[config.mk]
export PLATFORM = sky130hd
export DESIGN_NAME = fifo_uart_tx
export DESIGN_NICKNAME = d
export VERILOG_FILES = /design/src/rtl/fifo_uart_pkg.sv /design/src/rtl/fifo_uart_tx_timer.sv /design/src/rtl/fifo_uart_tx.sv
export SDC_FILE = /design/constraint.sdc
export NUM_CORES = 1
export LEC_CHECK = 0
export BUFFER_PORTS_ARGS = -buffer_cell sky130_fd_sc_hd__buf_2
export CAP_MARGIN = 20
export CORE_MARGIN = 8
export CORE_UTILIZATION = 42
export CTS_CLUSTER_SIZE = 28
export DETAILED_ROUTE_END_ITERATION = 6
export GPL_ROUTABILITY_DRIVEN = 0
export SETUP_SLACK_MARGIN = 0.4
export SKIP_CTS_REPAIR_TIMING = 1
export SLEW_MARGIN = 20
export SYNTH_ARGS = -nofsm -noshare
export SYNTH_HDL_FRONTEND = slang
export SYNTH_SLANG_ARGS = --single-unit
[constraint.sdc]
create_clock -name clk -period 1.74 [get_ports clk]
set_input_delay 0.087 -clock clk [delete_from_list [all_inputs] [get_ports clk]]
set_output_delay 0.087 -clock clk [all_outputs]
set_load 0.01 [all_outputs]
[src/rtl/fifo_uart_pkg.sv]
// Shared encodings for the FIFO-fed UART transmitter.
package fifo_uart_pkg;

  typedef enum logic [2:0] {
    IDLE  = 3'd0,
    FETCH = 3'd1,
    LOAD  = 3'd2,
    START = 3'd3,
    DATA  = 3'd4,
    STOP  = 3'd5
  } state_t;

  localparam int STOP_BITS  = 1;
  localparam int FRAME_BITS = 10;

endpackage

[src/rtl/fifo_uart_tx_timer.sv]
// Bit-period counter: bit_end pulses on the last cycle of each CLKS_PER_BIT window.
// clear restarts the window so every state begins on a fresh bit boundary.
module uart_bit_timer #(
  parameter int CLKS_PER_BIT = 16
) (
  input  logic clk,
  input  logic rst,
  input  logic clear,
  output logic bit_end
);

  localparam int CNT_W = $clog2(CLKS_PER_BIT);
  localparam logic [CNT_W-1:0] LAST = CNT_W'(CLKS_PER_BIT - 1);

  logic [CNT_W-1:0] cnt;

  always_ff @(posedge clk or posedge rst) begin
    if (rst) begin
      cnt <= '0;
    end else if (clear || cnt == LAST) begin
      cnt <= '0;
    end else begin
      cnt <= cnt + 1'b1;
    end
  end

  assign bit_end = (cnt == LAST);

endmodule

[src/rtl/fifo_uart_tx.sv]
// 8N1 UART transmitter popping one byte per frame from a FIFO read port.
// First start-bit cycle 3 cycles after the IDLE decision; stalls in IDLE while empty or disabled.
module fifo_uart_tx import fifo_uart_pkg::*; #(
  parameter int CLKS_PER_BIT = 16,
  parameter int DATA_W       = 8
) (
  input  logic              clk,
  input  logic              rst,
  input  logic              enable,
  input  logic              fifo_empty,
  input  logic [DATA_W-1:0] fifo_dout,
  output logic              fifo_rd_en,
  output logic              tx,
  output logic              busy,
  output logic              tx_done
);

  localparam int IDX_W = $clog2(DATA_W);
  localparam logic [IDX_W-1:0] LAST_IDX = IDX_W'(DATA_W - 1);

  state_t            state, state_n;
  logic [DATA_W-1:0] shift, shift_n;
  logic [IDX_W-1:0]  idx, idx_n;
  logic              tx_n;
  logic              bit_end;
  logic              clear;

  // Restarting the timer on every state change aligns bit periods to state entry.
  assign clear = (state_n != state);

  uart_bit_timer #(.CLKS_PER_BIT(CLKS_PER_BIT)) u_timer (
    .clk     (clk),
    .rst     (rst),
    .clear   (clear),
    .bit_end (bit_end)
  );

  always_ff @(posedge clk or posedge rst) begin
    if (rst) begin
      state   <= IDLE;
      shift   <= '0;
      idx     <= '0;
      tx      <= 1'b1;
      tx_done <= 1'b0;
    end else begin
      state   <= state_n;
      shift   <= shift_n;
      idx     <= idx_n;
      tx      <= tx_n;
      tx_done <= (state == STOP) && bit_end;
    end
  end

  // tx_n is the line level for the state being entered, so tx stays registered.
  always_comb begin
    state_n = state;
    shift_n = shift;
    idx_n   = idx;
    tx_n    = 1'b1;
    case (state)
      IDLE: begin
        if (enable && !fifo_empty) state_n = FETCH;
      end
      FETCH: begin
        state_n = LOAD;
      end
      LOAD: begin
        shift_n = fifo_dout;
        idx_n   = '0;
        tx_n    = 1'b0;
        state_n = START;
      end
      START: begin
        tx_n = 1'b0;
        if (bit_end) begin
          tx_n    = shift[0];
          state_n = DATA;
        end
      end
      DATA: begin
        tx_n = shift[0];
        if (bit_end) begin
          if (idx == LAST_IDX) begin
            tx_n    = 1'b1;
            state_n = STOP;
          end else begin
            shift_n = shift >> 1;
            idx_n   = idx + 1'b1;
            tx_n    = shift[1];
          end
        end
      end
      STOP: begin
        if (bit_end) state_n = IDLE;
      end
      default: begin
        state_n = IDLE;
      end
    endcase
  end

  assign fifo_rd_en = (state == FETCH);
  assign busy       = (state != IDLE);

endmodule

Yosys cells after proc, flatten, opt, wreduce, memory -nomap -nowiden

Cells that the tools add are included.

Add/sub/neg operators: 2
Eq/ne operators: 10
Multiplexer cells: 17
Reduce and logical (&&, ||, !) cells: 8

Operator list:

| operator              | number |
|---|---|
| $mux W3               | 7 |
| $pmux W3 S6           | 1 |
| $mux W8               | 2 |
| $pmux W8 S2           | 1 |
| $eq A3 B3 Y1 const B  | 3 |
| $eq A3 B2 Y1 const B  | 2 |
| $pmux W3 S2           | 1 |
| $add A4 B1 Y4 const B | 1 |
| $eq A4 B4 Y1 const B  | 1 |
| $mux W4               | 1 |
| $ne A2 B2 Y1 const B  | 2 |
| $add A3 B1 Y3 const B | 1 |
| $eq A3 B1 Y1 const B  | 1 |
| $logic_not A3 Y1      | 1 |
| $mux W1               | 3 |
| $ne A3 B3 Y1          | 1 |
| $pmux W1 S3           | 1 |
| $reduce_and A3 Y1     | 1 |
| $reduce_bool A3 Y1    | 1 |
| $logic_and A1 B1 Y1   | 2 |
| $reduce_bool A2 Y1    | 1 |
| $logic_not A1 Y1      | 1 |
| $logic_or A1 B1 Y1    | 1 |

Register bits after elaboration: 20
Input port bits: 12
Output and inout port bits: 4
Word-level logic and storage cells: 43

Depth between registers and ports, before layout

Gate-level depths: netlist of run 1.

Depth after elaboration: 7
Gate-level depth with buffers: 6
Gate-level depth less buffers: 5

Hierarchy

A second synthesis of run 1 with hierarchy kept.

Cells, all modules: 90
Area, all modules: 1118.6 um^2

Modules (own cells, without submodules):

| module         | times used | cells each | area each (um^2) | seq. area each (um^2) |
|---|---|---|---|---|
| fifo_uart_tx   | 1          | 76         | 943.4            | 401.6 |
| uart_bit_timer | 1          | 14         | 175.2            | 100.1 |

Worst setup path before layout of run 1

OpenSTA, ideal clock, no wires.

Kind: reg2reg
Start point: register idx[0]
End point: register idx[1]
Setup time: 0.121 ns
Arrival time: 1.526 ns
Required time: 1.619 ns
Slack: 0.093 ns
Stages on the path, launching flop included: 7
Buffers on the path: 1
Clock period less this slack: 1.647 ns
Path through: dfrtp_1 > ha_1 > ha_1 > nor4b_2 > o22ai_2 > buf_6 > a22o_1

Cells in the longest elaborated chain, start to end: 4
Elaborated cells on any way between the ends: 7
Classes of those cells: add/sub (1); eq/ne (2); mux (3); reduce/logical (1)

RTL lines:

| what                   | RTL line           | text |
|---|---|---|
| start, declared        | fifo_uart_tx.sv:23 | `logic [IDX_W-1:0] idx, idx_n;` |
| start signal, assigned | fifo_uart_tx.sv:48 | `idx <= idx_n;` |
| $add A3 B1 Y3          | fifo_uart_tx.sv:88 | `idx_n = idx + 1'b1;` |
| $mux W3                | fifo_uart_tx.sv:83 | `if (idx == LAST_IDX) begin` |
| $mux W3                | fifo_uart_tx.sv:82 | `if (bit_end) begin` |
| $pmux W3 S2            | fifo_uart_tx.sv:60 | `case (state)` |

Several ways; a longest one is shown, not always the timed one. The select of a mux whose other input is x is not followed.
A chain may end at the register's enable or synchronous reset.

Final worst setup path of run 1

Start point: register idx[0]
End point: register idx[0]

Same word-level chain as after synthesis.

==> impl_summary.txt, run 1 <==
----------------------------------------------------
[Drt]
  Detailed Route Iter0 Violations ... 27
  First-pass iteration count of the detailed router ... 4
  Routed length on met3 ... 126 µm
  DRC viols ... 0
  Via total after detailed routing ... 907
  ANT nets after route ... 0
  Total routed wirelength ... 2.93 mm
  Routed met1 length ... 1.20 mm
  Via count normalized by instance count ... 5.67
  Highest signal layer in the routed design ... met4
  Routed length per instance ... 18.3 µm
  Detailed-routed wire length on met2 ... 1.50 mm

[Flow run]
  Max cap viols ... 0

[Layout]
  Nets ... 146
  Fill count ... 182
  Antenna diode count ... 0
  Share of layout cells above drive strength 1 ... 55.4%
  Synth-to-Final Area Change ... 45.1%
  Final Instance Count excl. Fillers ... 160

[Power and ir drop]
  Total power draw ... 1.89 mW
  Peak VDD IR ... 1.00 mV
  Ratio of total power to cell area ... 1210 nW/µm²
  Leakage power figure ... 0.660 nW

[Placement]
  Number of buffer cells added on primary ports ... 15
  Placed Cells incl. Taps ... 136
  HPWL reported at the end of detailed placement ... 1.66 mm
  Setup slack after placement ... -0.00154 ns

[Synthesis]
  Mux contribution to synthesized area ... 2.91%
  Netlist Area Pre-Place ... 1070 µm²
  Async set or reset register ratio after synthesis ... 100%
  Post-Synth Adder-Cell Area ... 3.50%
  Most used flip-flop cell after synthesis ... sky130_fd_sc_hd__dfrtp_1
  Main area contributors after synthesis ... sky130_fd_sc_hd__dfrtp_1 44%, sky130_fd_sc_hd__a32oi_1 5.7%, sky130_fd_sc_hd__o2bb2ai_1 5.7%
  Cell taking the most area after synthesis ... sky130_fd_sc_hd__dfrtp_1
  Post-synthesis sequential area ratio ... 46.7%
  Number of nets produced by synthesis ... 110
  Post-synthesis share of cell area spent on xor and xnor gates ... 1.63%
  Post-synth EDFFs ... 0
  Most numerous cell types in the synthesized netlist ... 19 x sky130_fd_sc_hd__dfrtp_1, 9 x sky130_fd_sc_hd__nor2b_1, 7 x sky130_fd_sc_hd__a32oi_1, 7 x sky130_fd_sc_hd__o2bb2ai_1, 4 x sky130_fd_sc_hd__nor2_1
  Library cells used by synthesis ... 36
  Ys Warns ... 0
  Proportion of netlist area held by the largest area contributor ... 44.3%
  Largest family of logic cells by synthesized area ... compound AO/OA/AOI/OAI gates
  Seq cells post-synth ... 20
  Synthesized instance count ... 95
  Simple logic cell fraction of the synthesized area ... 16.6%
  Share of the synthesized area in compound gates (AO/OA/AOI/OAI) ... 22.0%
  Avg Synthesized Cell Area ... 11.3 µm²
  Most instantiated library cell after synthesis ... sky130_fd_sc_hd__dfrtp_1

[STA]
  Part of the cycle the worst path needs ... 94.2%
  Total of endpoints with negative setup slack in the final report ... 0
  Final Hold Vio Count ... 0
  Smallest setup slack after layout ... 0.100 ns
  Setup repair after global routing missed its margin ... true
  Worst rel slew slack ... 49.0%
  Number of max-slew violations in the final report ... 0
  Peak Freq ... 610 MHz
  Final Critical Period ... 1.64 ns
  Largest clock skew in the final design ... 0.00398 ns
  Transition time of the tightest slew-check pin ... 0.763 ns

[Critical path]
  CP required ... 1.95 ns
  Worst Setup End Kind ... register
  Type of origin of the critical path ... register
  Critical Path AT ... 1.85 ns
  Maximum fanout count along the critical path ... 6
  CP cell instances ... ha_2, ha_4, nor4b_4, buf_4, o22ai_4, mux2_4
  Peak per-stage delay on the critical path ... 0.41 ns
  Cell with the biggest individual delay on the critical path ... sky130_fd_sc_hd__dfrtp_1
  Worst setup path class ... register to register

[Global route]
  Pin count of the biggest net entering global routing ... 21
  First-pass GRT wire length ... 3.86 mm
  Number of antenna violations at the first check in global routing ... 0
  Number of global-route vias before repair ... 847
  Overall overflow remaining after global route ... 0
  Total routing resource utilization after global routing ... 11.2%

[Floorplan]
  Chip Width ... 66.6 µm
  Area enclosed by the die boundary ... 4430 µm²
  Num ports ... 16
  CORE AREA ... 2450 µm²
  Site Rows ... 18
  Starting Density ... 43.7%
  Vertical die dimension ... 66.6 µm

[Clock tree]
  CTS Buf Count ... 3
  Clock sink count ... 20
  CTS tree ... yes
  Clock slew at reported path FFs ... 0.12 ns
  Clk_lat worst skew ... 0.31 ns
  Number of H-tree branching levels ... 1
  Maximum clock insertion buffer count ... 2
  Buffer type at the clock tree root ... sky130_fd_sc_hd__clkbuf_4

[Min path]
  Kind of path behind the tightest hold check ... input port to register

[Status]
  Status ... finished, final reports clean

----------------------------------------------------
-- power breakdown --
part | switching (mW) | internal, mW | leakage (nW)
clock | 0.153 | 0.233 | 0.0279
combinational | 0.321 | 0.421 | 0.388
sequential | 0.137 | 0.620 | 0.244
-- per-stage QoR --
step	hold WS [ns]	util [%]	TNS (ns)	instance area, µm²
2_1_floorplan	0.0501	-	0	1100
6_report	0.0344	63.5	0	1560
4_1_cts	-0.0849	50.5	-0.0201	1240
3_5_place_dp	0.263	48.3	-0.00154	1190
3_3_place_gp	0.253	48.3	0	1190
5_1_grt	0.0174	63.5	0	1560
-- final timing paths --
kind,start,end,slack [ns],depth (start not counted)
worst max-delay path,idx[0]$_DFFE_PP0P_,idx[0]$_DFFE_PP0P_,0.10,6
min in group asynchronous,rst,state[2]$_DFF_PP0_,0.44,3
worst max register to register,idx[0]$_DFFE_PP0P_,idx[0]$_DFFE_PP0P_,0.10,6
max in group asynchronous,rst,state[0]$_DFF_PP0_,0.77,3
worst min register to register,shift[6]$_DFFE_PP0P_,shift[6]$_DFFE_PP0P_,0.50,1
worst min-delay path,fifo_dout[7],shift[7]$_DFFE_PP0P_,0.03,2
-- cell usage in the layout (no fill, tap or decap), types with 2 or more instances in the layout --
master / instances
sky130_fd_sc_hd__a22o_1: 2
sky130_fd_sc_hd__a31oi_1: 3
sky130_fd_sc_hd__a32oi_1: 7
sky130_fd_sc_hd__buf_2: 16
sky130_fd_sc_hd__buf_4: 15
sky130_fd_sc_hd__buf_6: 6
sky130_fd_sc_hd__clkbuf_4: 3
sky130_fd_sc_hd__dfrtp_1: 15
sky130_fd_sc_hd__dfrtp_2: 4
sky130_fd_sc_hd__ha_4: 2
sky130_fd_sc_hd__inv_1: 2
sky130_fd_sc_hd__mux2i_1: 2
sky130_fd_sc_hd__nand2b_1: 2
sky130_fd_sc_hd__nand3_1: 2
sky130_fd_sc_hd__nor2_1: 3
sky130_fd_sc_hd__nor2b_1: 9
sky130_fd_sc_hd__nor3_2: 3
sky130_fd_sc_hd__nor3b_2: 2
sky130_fd_sc_hd__o22ai_4: 2
sky130_fd_sc_hd__o2bb2ai_1: 2
sky130_fd_sc_hd__o2bb2ai_2: 5
-- routing by layer --
layer  vias to the layer above  global-route usage, %
met1                       450                   14.0
met5                         -                      0
met3                        10                   4.70
met4                         0                   2.40
li1                        430                      -
met2                        17                   17.4
-- worst max-delay path: cells and delay by family (launching register included) --
kind / cells / cell delay (ns)
AOI/OAI and AO/OA: 1 / 0.10
and+or+nand+nor: 1 / 0.19
adders and majority gates: 2 / 0.38
muxes: 1 / 0.28
DFF: 1 / 0.41
buffers and inverters: 1 / 0.17
-- registers in the layout (all words and copies together), names as in the netlist --
name	cells
u_timer.cnt	4
tx	1
idx	3
state	3
tx_done	1
shift	8
-- cells by family after synthesis --
family | after synthesis
adders and majority gates | 3
AOI/OAI and AO/OA | 27
buffers and inverters | 11
and+or+nand+nor | 29
xor gates and xnor gates | 2
DFF | 20
muxes | 3
-- cell type report --
cell class | count | area, µm² | area share, %
Inverter | 2 | 7.51 | 0.482
Clock buffer | 3 | 22.5 | 1.45
Tap cell | 30 | 37.5 | 2.41
Multi-Input combinational cell | 65 | 663 | 42.6
Clock inverter | 1 | 30.0 | 1.93
Timing Repair Buffer | 39 | 290 | 18.6
Sequential cell | 20 | 507 | 32.5
Power figures use the tool's default switching activity.
==> inputs of run 2 (changes only) <==
--- a/config.mk
+++ b/config.mk
@@ -12,6 +12,7 @@
 export CTS_CLUSTER_SIZE = 28
 export DETAILED_ROUTE_END_ITERATION = 6
 export GPL_ROUTABILITY_DRIVEN = 0
+export REMOVE_ABC_BUFFERS = 1
 export SETUP_SLACK_MARGIN = 0.4
 export SKIP_CTS_REPAIR_TIMING = 1
 export SLEW_MARGIN = 20
==> impl_summary.txt, run 2 (synthesis gave the netlist of run 1 again) <==
----------------------------------------------------
[Critical path]
  Dominant delay contributor by cell family on the critical path ... flip-flops
  Worst setup path class ... register to register
  Type of origin of the critical path ... register
  CP cell instances ... ha_2, ha_4, nor4b_4, buf_4, o22ai_4, mux2_4
  Critical path startpoint ... idx[0]$_DFFE_PP0P_
  Maximum fanout count along the critical path ... 6 (unchanged)
  Worst Setup End Kind ... register
  Worst Path Buf+Inv ... 1 (unchanged)
  Cell with the biggest individual delay on the critical path ... sky130_fd_sc_hd__dfrtp_1
  CP required ... 1.93 ns (-0.02 ns)
  Critical Path AT ... 1.85 ns (about the same)
  Peak per-stage delay on the critical path ... 0.40 ns (about the same)
  Crit Reg-Reg Startpoint ... idx[0]$_DFFE_PP0P_

[STA]
  Largest clock skew in the final design ... 0.00548 ns (+0.00149 ns)
  Peak Freq ... 603 MHz (-1.1%)
  Part of the cycle the worst path needs ... 95.3% (+1.1 points)
  Smallest setup slack after layout ... 0.0813 ns (-0.0189 ns)
  Minimum hold slack ... 0.0516 ns (+0.0173 ns)
  Number of max-slew violations in the final report ... 0 (unchanged)
  Final Hold Vio Count ... 0 (unchanged)
  Worst rel slew slack ... 50.4% (+1.3 points)
  Final total negative setup slack ... 0 ns (unchanged)
  Total of endpoints with negative setup slack in the final report ... 0 (unchanged)
  Setup repair after global routing missed its margin ... true
  Transition time of the tightest slew-check pin ... 0.744 ns (-0.0199 ns)
  Final Critical Period ... 1.66 ns (+0.0189 ns)

[Layout]
  Area of the multi-input gates ... 623 µm² (-6.0%)
  Final Instance Count excl. Fillers ... 157 (-1.9%)
  Largest registers ... shift (8), u_timer.cnt (4)
  Fill count ... 202 (+11%)
  Nets ... 143 (-2.1%)
  Antenna diode count ... 0 (unchanged)
  Synth-to-Final Area Change ... 36.0%
  End-of-flow core utilization ... 59.5% (-4.0 points)
  Flip-flop count of the largest register after layout ... 8 (unchanged)
  Commonest non-fill, non-tap cells in the layout ... 16 x sky130_fd_sc_hd__dfrtp_1, 16 x sky130_fd_sc_hd__buf_4, 15 x sky130_fd_sc_hd__buf_2
  Final std cell area, no fill ... 1460 µm² (-6.3%)
  Most flops, register ... shift
  Total area of sequential cells ... 505 µm² (-0.25%)
  Share of layout cells above drive strength 1 ... 52.0% (-3.4 points)

[Drt]
  Total routed wirelength ... 2.42 mm (-18%)
  Routed length per instance ... 15.4 µm (-16%)
  Detailed Route Iter0 Violations ... 43 (+59%)
  DRC viols ... 0 (unchanged)
  ANT nets after route ... 0 (unchanged)
  Via count normalized by instance count ... 5.61 (-1.1%)
  Via total after detailed routing ... 880 (-3.0%)
  First-pass iteration count of the detailed router ... 4 (unchanged)

[Floorplan]
  Site Rows ... 18 (unchanged)
  Chip Width ... 66.6 µm (unchanged)
  Vertical die dimension ... 66.6 µm (unchanged)
  Area enclosed by the die boundary ... 4430 µm² (unchanged)
  Starting Density ... 43.7% (unchanged)
  Num ports ... 16 (unchanged)
  CORE AREA ... 2450 µm² (unchanged)

[Global route]
  Number of global-route vias before repair ... 774 (-8.6%)
  Overall overflow remaining after global route ... 0 (unchanged)
  Number of antenna violations at the first check in global routing ... 0 (unchanged)
  Pin count of the biggest net entering global routing ... 21 (unchanged)
  Total routing resource utilization after global routing ... 10.3% (-0.96 points)
  First-pass GRT wire length ... 3.59 mm (-7.1%)

[Min path]
  Startpoint of the tightest hold check path ... fifo_dout[7]
  Kind of path behind the tightest hold check ... input port to register

[Placement]
  Setup slack after placement ... -0.00696 ns (-0.00542 ns)
  Number of buffer cells added on primary ports ... 15 (unchanged)
  HPWL reported at the end of detailed placement ... 1.61 mm (-2.9%)
  Placed cell area ... 1200 µm² (+0.95%)
  Placed Cells incl. Taps ... 141 (+3.7%)

[Clock tree]
  Maximum clock insertion buffer count ... 2 (unchanged)
  CTS Buf Count ... 3 (unchanged)
  Number of H-tree branching levels ... 1 (unchanged)
  Clock slew at reported path FFs ... 0.11 ns (about the same)
  CTS tree ... yes
  Clock sink count ... 20 (unchanged)
  Buffer type at the clock tree root ... sky130_fd_sc_hd__clkbuf_4
  Clk_lat worst skew ... 0.30 ns (about the same)

[Power and ir drop]
  Peak VDD IR ... 0.727 mV (-28%)
  Total power draw ... 1.64 mW (-13%)
  Leakage power figure ... 0.622 nW (-5.7%)
  Ratio of total power to cell area ... 1120 nW/µm² (-7.2%)

[Flow run]
  Max cap viols ... 0 (unchanged)

[Status]
  Status ... finished, final reports clean

----------------------------------------------------
## run 2: changes by cell type in the layout (fill, tap and decap cells not counted), sizes merged
cell / previous run / this run
clkbuf: 3 / 4
buf: 38 / 35
bufinv: 1 / 0
## run 2: cell type report
class,instances,share of cell area [%]
clock buffer,4,2.49
inverter,2,0.514
multi-input combinational,65,42.7
sequential,20,34.6
tap,30,2.57
timing repair buffer,36,17.1
## run 2: path summary, 6_finish.rpt
kind	endpoint	slack (ns)	depth (start not counted)
worst max-delay path	idx[0]$_DFFE_PP0P_	0.08	6
worst min-delay path	shift[7]$_DFFE_PP0P_	0.05	2
worst max register to register	idx[0]$_DFFE_PP0P_	0.08	6
worst min register to register	shift[6]$_DFFE_PP0P_	0.49	1
max in group asynchronous	state[2]$_DFF_PP0_	0.79	3
min in group asynchronous	idx[2]$_DFFE_PP0P_	0.44	3
## run 2: worst reg2reg max path, stage by stage (launching register included)
cell                      delay (ns)
sky130_fd_sc_hd__dfrtp_1        0.40
sky130_fd_sc_hd__ha_2           0.20
sky130_fd_sc_hd__ha_4           0.17
sky130_fd_sc_hd__nor4b_4        0.23
sky130_fd_sc_hd__buf_4          0.18
sky130_fd_sc_hd__o22ai_4        0.10
sky130_fd_sc_hd__mux2_4         0.28
## run 2: layer usage
layer	wire (µm)	up-vias	GRT usage [%]
met3	122	2	1.68
met4	13	0	4.80
met1	1120	423	13.4
li1	-	431	-
met5	0	-	0
met2	1170	24	16.0
## run 2: power by group
group / internal, mW / switching, mW / leakage, nW
logic: 0.365 / 0.286 / 0.356
clock network: 0.128 / 0.139 / 0.0210
registers: 0.618 / 0.106 / 0.245
total: 1.11 / 0.531 / 0.622
==> inputs of run 3 (changes only) <==
--- a/config.mk
+++ b/config.mk
@@ -7,6 +7,7 @@
 export LEC_CHECK = 0
 export BUFFER_PORTS_ARGS = -buffer_cell sky130_fd_sc_hd__buf_2
 export CAP_MARGIN = 20
+export CORE_ASPECT_RATIO = 0.9
 export CORE_MARGIN = 8
 export CORE_UTILIZATION = 42
 export CTS_CLUSTER_SIZE = 28
==> constraint.sdc (replaced) <==
create_clock -name clk -period 2.1 [get_ports clk]
set_input_delay 0.105 -clock clk [delete_from_list [all_inputs] [get_ports clk]]
set_output_delay 0.105 -clock clk [all_outputs]
set_load 0.01 [all_outputs]
==> impl_summary.txt, run 3 (synthesis gave the netlist of run 1 again) <==
----------------------------------------------------
[Clock tree]
  Buffer type at the clock tree root ... sky130_fd_sc_hd__clkbuf_4
  Number of H-tree branching levels ... 1 (unchanged)
  CTS tree ... yes
  CTS Buf Count ... 3 (unchanged)
  Maximum clock insertion buffer count ... 2 (unchanged)
  Clock sink count ... 20 (unchanged)
  Clock slew at reported path FFs ... 0.13 ns (+0.02 ns)
  Clk_lat worst skew ... 0.32 ns (+0.02 ns)

[Drt]
  First-pass iteration count of the detailed router ... 4 (unchanged)
  Detailed Route Iter0 Violations ... 21 (-51%)
  Via count normalized by instance count ... 5.83 (+4.0%)
  Total routed wirelength ... 2.30 mm (-5.1%)
  Routed length per instance ... 16.4 µm (+6.4%)
  Via total after detailed routing ... 816 (-7.3%)
  ANT nets after route ... 0 (unchanged)
  DRC viols ... 0 (unchanged)

[Floorplan]
  Chip Width ... 69.3 µm (+4.1%)
  Area enclosed by the die boundary ... 4430 µm² (about the same)
  Num ports ... 16 (unchanged)
  Site Rows ... 17 (-1)
  Vertical die dimension ... 64.0 µm (-3.9%)
  CORE AREA ... 2450 µm² (-0.36%)
  Starting Density ... 43.9% (+0.16 points)

[Layout]
  Largest registers ... shift (8), u_timer.cnt (4)
  Flip-flop count of the largest register after layout ... 8 (unchanged)
  Antenna diode count ... 0 (unchanged)
  Fill count ... 222 (+9.9%)
  Share of layout cells above drive strength 1 ... 33.0% (-19 points)
  Nets ... 128 (-10%)
  Synth-to-Final Area Change ... 18.6%
  Most flops, register ... shift
  Most common cell after layout, fill and taps aside ... sky130_fd_sc_hd__dfrtp_1
  Commonest non-fill, non-tap cells in the layout ... 17 x sky130_fd_sc_hd__dfrtp_1, 15 x sky130_fd_sc_hd__buf_2, 8 x sky130_fd_sc_hd__nor2b_1

[Critical path]
  Maximum fanout count along the critical path ... 6 (unchanged)
  Peak per-stage delay on the critical path ... 0.40 ns (about the same)
  Critical Path AT ... 1.89 ns (+0.04 ns)
  Worst Path Buf+Inv ... 1 (unchanged)
  Worst setup path class ... register to register
  Number of gates on the worst path with buffers counted ... 6 (unchanged)
  Dominant delay contributor by cell family on the critical path ... flip-flops
  CP required ... 2.30 ns (+0.37 ns)
  Worst Setup End Kind ... register
  CP cell instances ... ha_2, ha_4, nor4b_4, buf_4, o22ai_4, mux2_2
  Cell with the biggest individual delay on the critical path ... sky130_fd_sc_hd__dfrtp_1
  Type of origin of the critical path ... register
  Cells on worst reg2reg path ... 6 (unchanged)

[STA]
  Number of max-slew violations in the final report ... 0 (unchanged)
  Minimum hold slack ... 0.0315 ns (-0.0201 ns)
  Part of the cycle the worst path needs ... 80.6% (-15 points)
  Final total negative setup slack ... 0 ns (unchanged)
  Largest clock skew in the final design ... 0.0200 ns (+0.0145 ns)
  Peak Freq ... 591 MHz (-2.0%)
  Final Critical Period ... 1.69 ns (+0.0334 ns)
  Worst rel slew slack ... 49.9% (-0.45 points)
  Final Hold Vio Count ... 0 (unchanged)
  Total of endpoints with negative setup slack in the final report ... 0 (unchanged)
  Transition time of the tightest slew-check pin ... 0.750 ns (+0.00672 ns)
  Setup repair after global routing missed its margin ... true

[Power and ir drop]
  Leakage power figure ... 0.542 nW (-13%)
  Ratio of total power to cell area ... 1040 nW/µm² (-7.6%)
  Peak VDD IR ... 0.750 mV (+3.2%)

[Global route]
  First-pass GRT wire length ... 3.71 mm (+3.5%)
  Number of global-route vias before repair ... 821 (+6.1%)
  Overall overflow remaining after global route ... 0 (unchanged)
  Total routing resource utilization after global routing ... 9.94% (-0.31 points)
  Pin count of the biggest net entering global routing ... 21 (unchanged)
  Number of antenna violations at the first check in global routing ... 0 (unchanged)

[Min path]
  Kind of path behind the tightest hold check ... input port to register
  Hold Path Stages ... 2 (unchanged)

[Flow run]
  Max cap viols ... 0 (unchanged)

[Placement]
  Number of buffer cells added on primary ports ... 15 (unchanged)
  HPWL reported at the end of detailed placement ... 1.56 mm (-3.0%)

[Status]
  Status ... finished, final reports clean

----------------------------------------------------
-- run 3: cell count changes in the layout (fill, tap and decap cells not counted), moves of 2 or more --
cell and change:
sky130_fd_sc_hd__buf_4 -11, sky130_fd_sc_hd__buf_6 -4, sky130_fd_sc_hd__nor2_1 +2, sky130_fd_sc_hd__nor3_1 +3, sky130_fd_sc_hd__nor3_2 -3, sky130_fd_sc_hd__nor3b_1 +2
-- run 3: where the power goes --
| part | total (mW) | switching (mW) | internal (mW) |
|---|---|---|---|
| logic | 0.397 | 0.190 | 0.208 |
| registers | 0.606 | 0.0945 | 0.512 |
| clock network | 0.319 | 0.126 | 0.193 |
| total | 1.32 | 0.410 | 0.912 |
-- run 3: worst register-to-register path, stage by stage (launching register included) --
cell and delay (ns):
sky130_fd_sc_hd__dfrtp_1 0.40, sky130_fd_sc_hd__ha_2 0.20, sky130_fd_sc_hd__ha_4 0.18, sky130_fd_sc_hd__nor4b_4 0.24, sky130_fd_sc_hd__buf_4 0.18, sky130_fd_sc_hd__o22ai_4 0.11, sky130_fd_sc_hd__mux2_2 0.29
-- run 3: per-layer routing --
layer	part of all wire, %	vias up	global-route usage, %	wire length [µm]
li1	-	393	-	-
met4	1.0	0	3.07	23
met5	0	-	0	0
met1	48	401	12.1	1090
met2	45	18	15.2	1040
met3	6.2	4	4.78	142
-- run 3: path summary, 6_finish.rpt --
check                                         start                       end  slack (ns)
min                                    fifo_dout[7]      shift[7]$_DFFE_PP0P_        0.03
min in group asynchronous                       rst  u_timer.cnt[3]$_DFF_PP0_        0.43
max in group asynchronous                       rst        state[0]$_DFF_PP0_        1.13
max                              idx[1]$_DFFE_PP0P_        idx[0]$_DFFE_PP0P_        0.41
max reg2reg                      idx[1]$_DFFE_PP0P_        idx[0]$_DFFE_PP0P_        0.41
min reg2reg                u_timer.cnt[0]$_DFF_PP0_  u_timer.cnt[0]$_DFF_PP0_        0.47
-- run 3: area by class of cell --
| type | instances | area, µm² | share of cell area (%) |
|---|---|---|---|
| Tap cell | 28 | 35.0 | 2.75 |
| Clock inverter | 1 | 30.0 | 2.36 |
| Inverter | 2 | 7.51 | 0.589 |
| Multi-Input combinational cell | 65 | 552 | 43.3 |
| Clock buffer | 3 | 22.5 | 1.77 |
| Timing Repair Buffer | 21 | 123 | 9.63 |
| Sequential cell | 20 | 504 | 39.6 |
-- run 3: stage by stage --
step	area [µm²]	power [mW]	utilization, %	std cells	worst slack, ns
2_1_floorplan	1010	0.874	-	86	0.436
3_3_place_gp	1150	0.972	47.0	133	0.342
3_5_place_dp	1150	0.987	47.0	133	0.288
4_1_cts	1200	1.31	49.2	137	0.272
5_1_grt	1270	1.41	52.1	140	0.352
6_report	1270	1.32	52.1	140	0.408
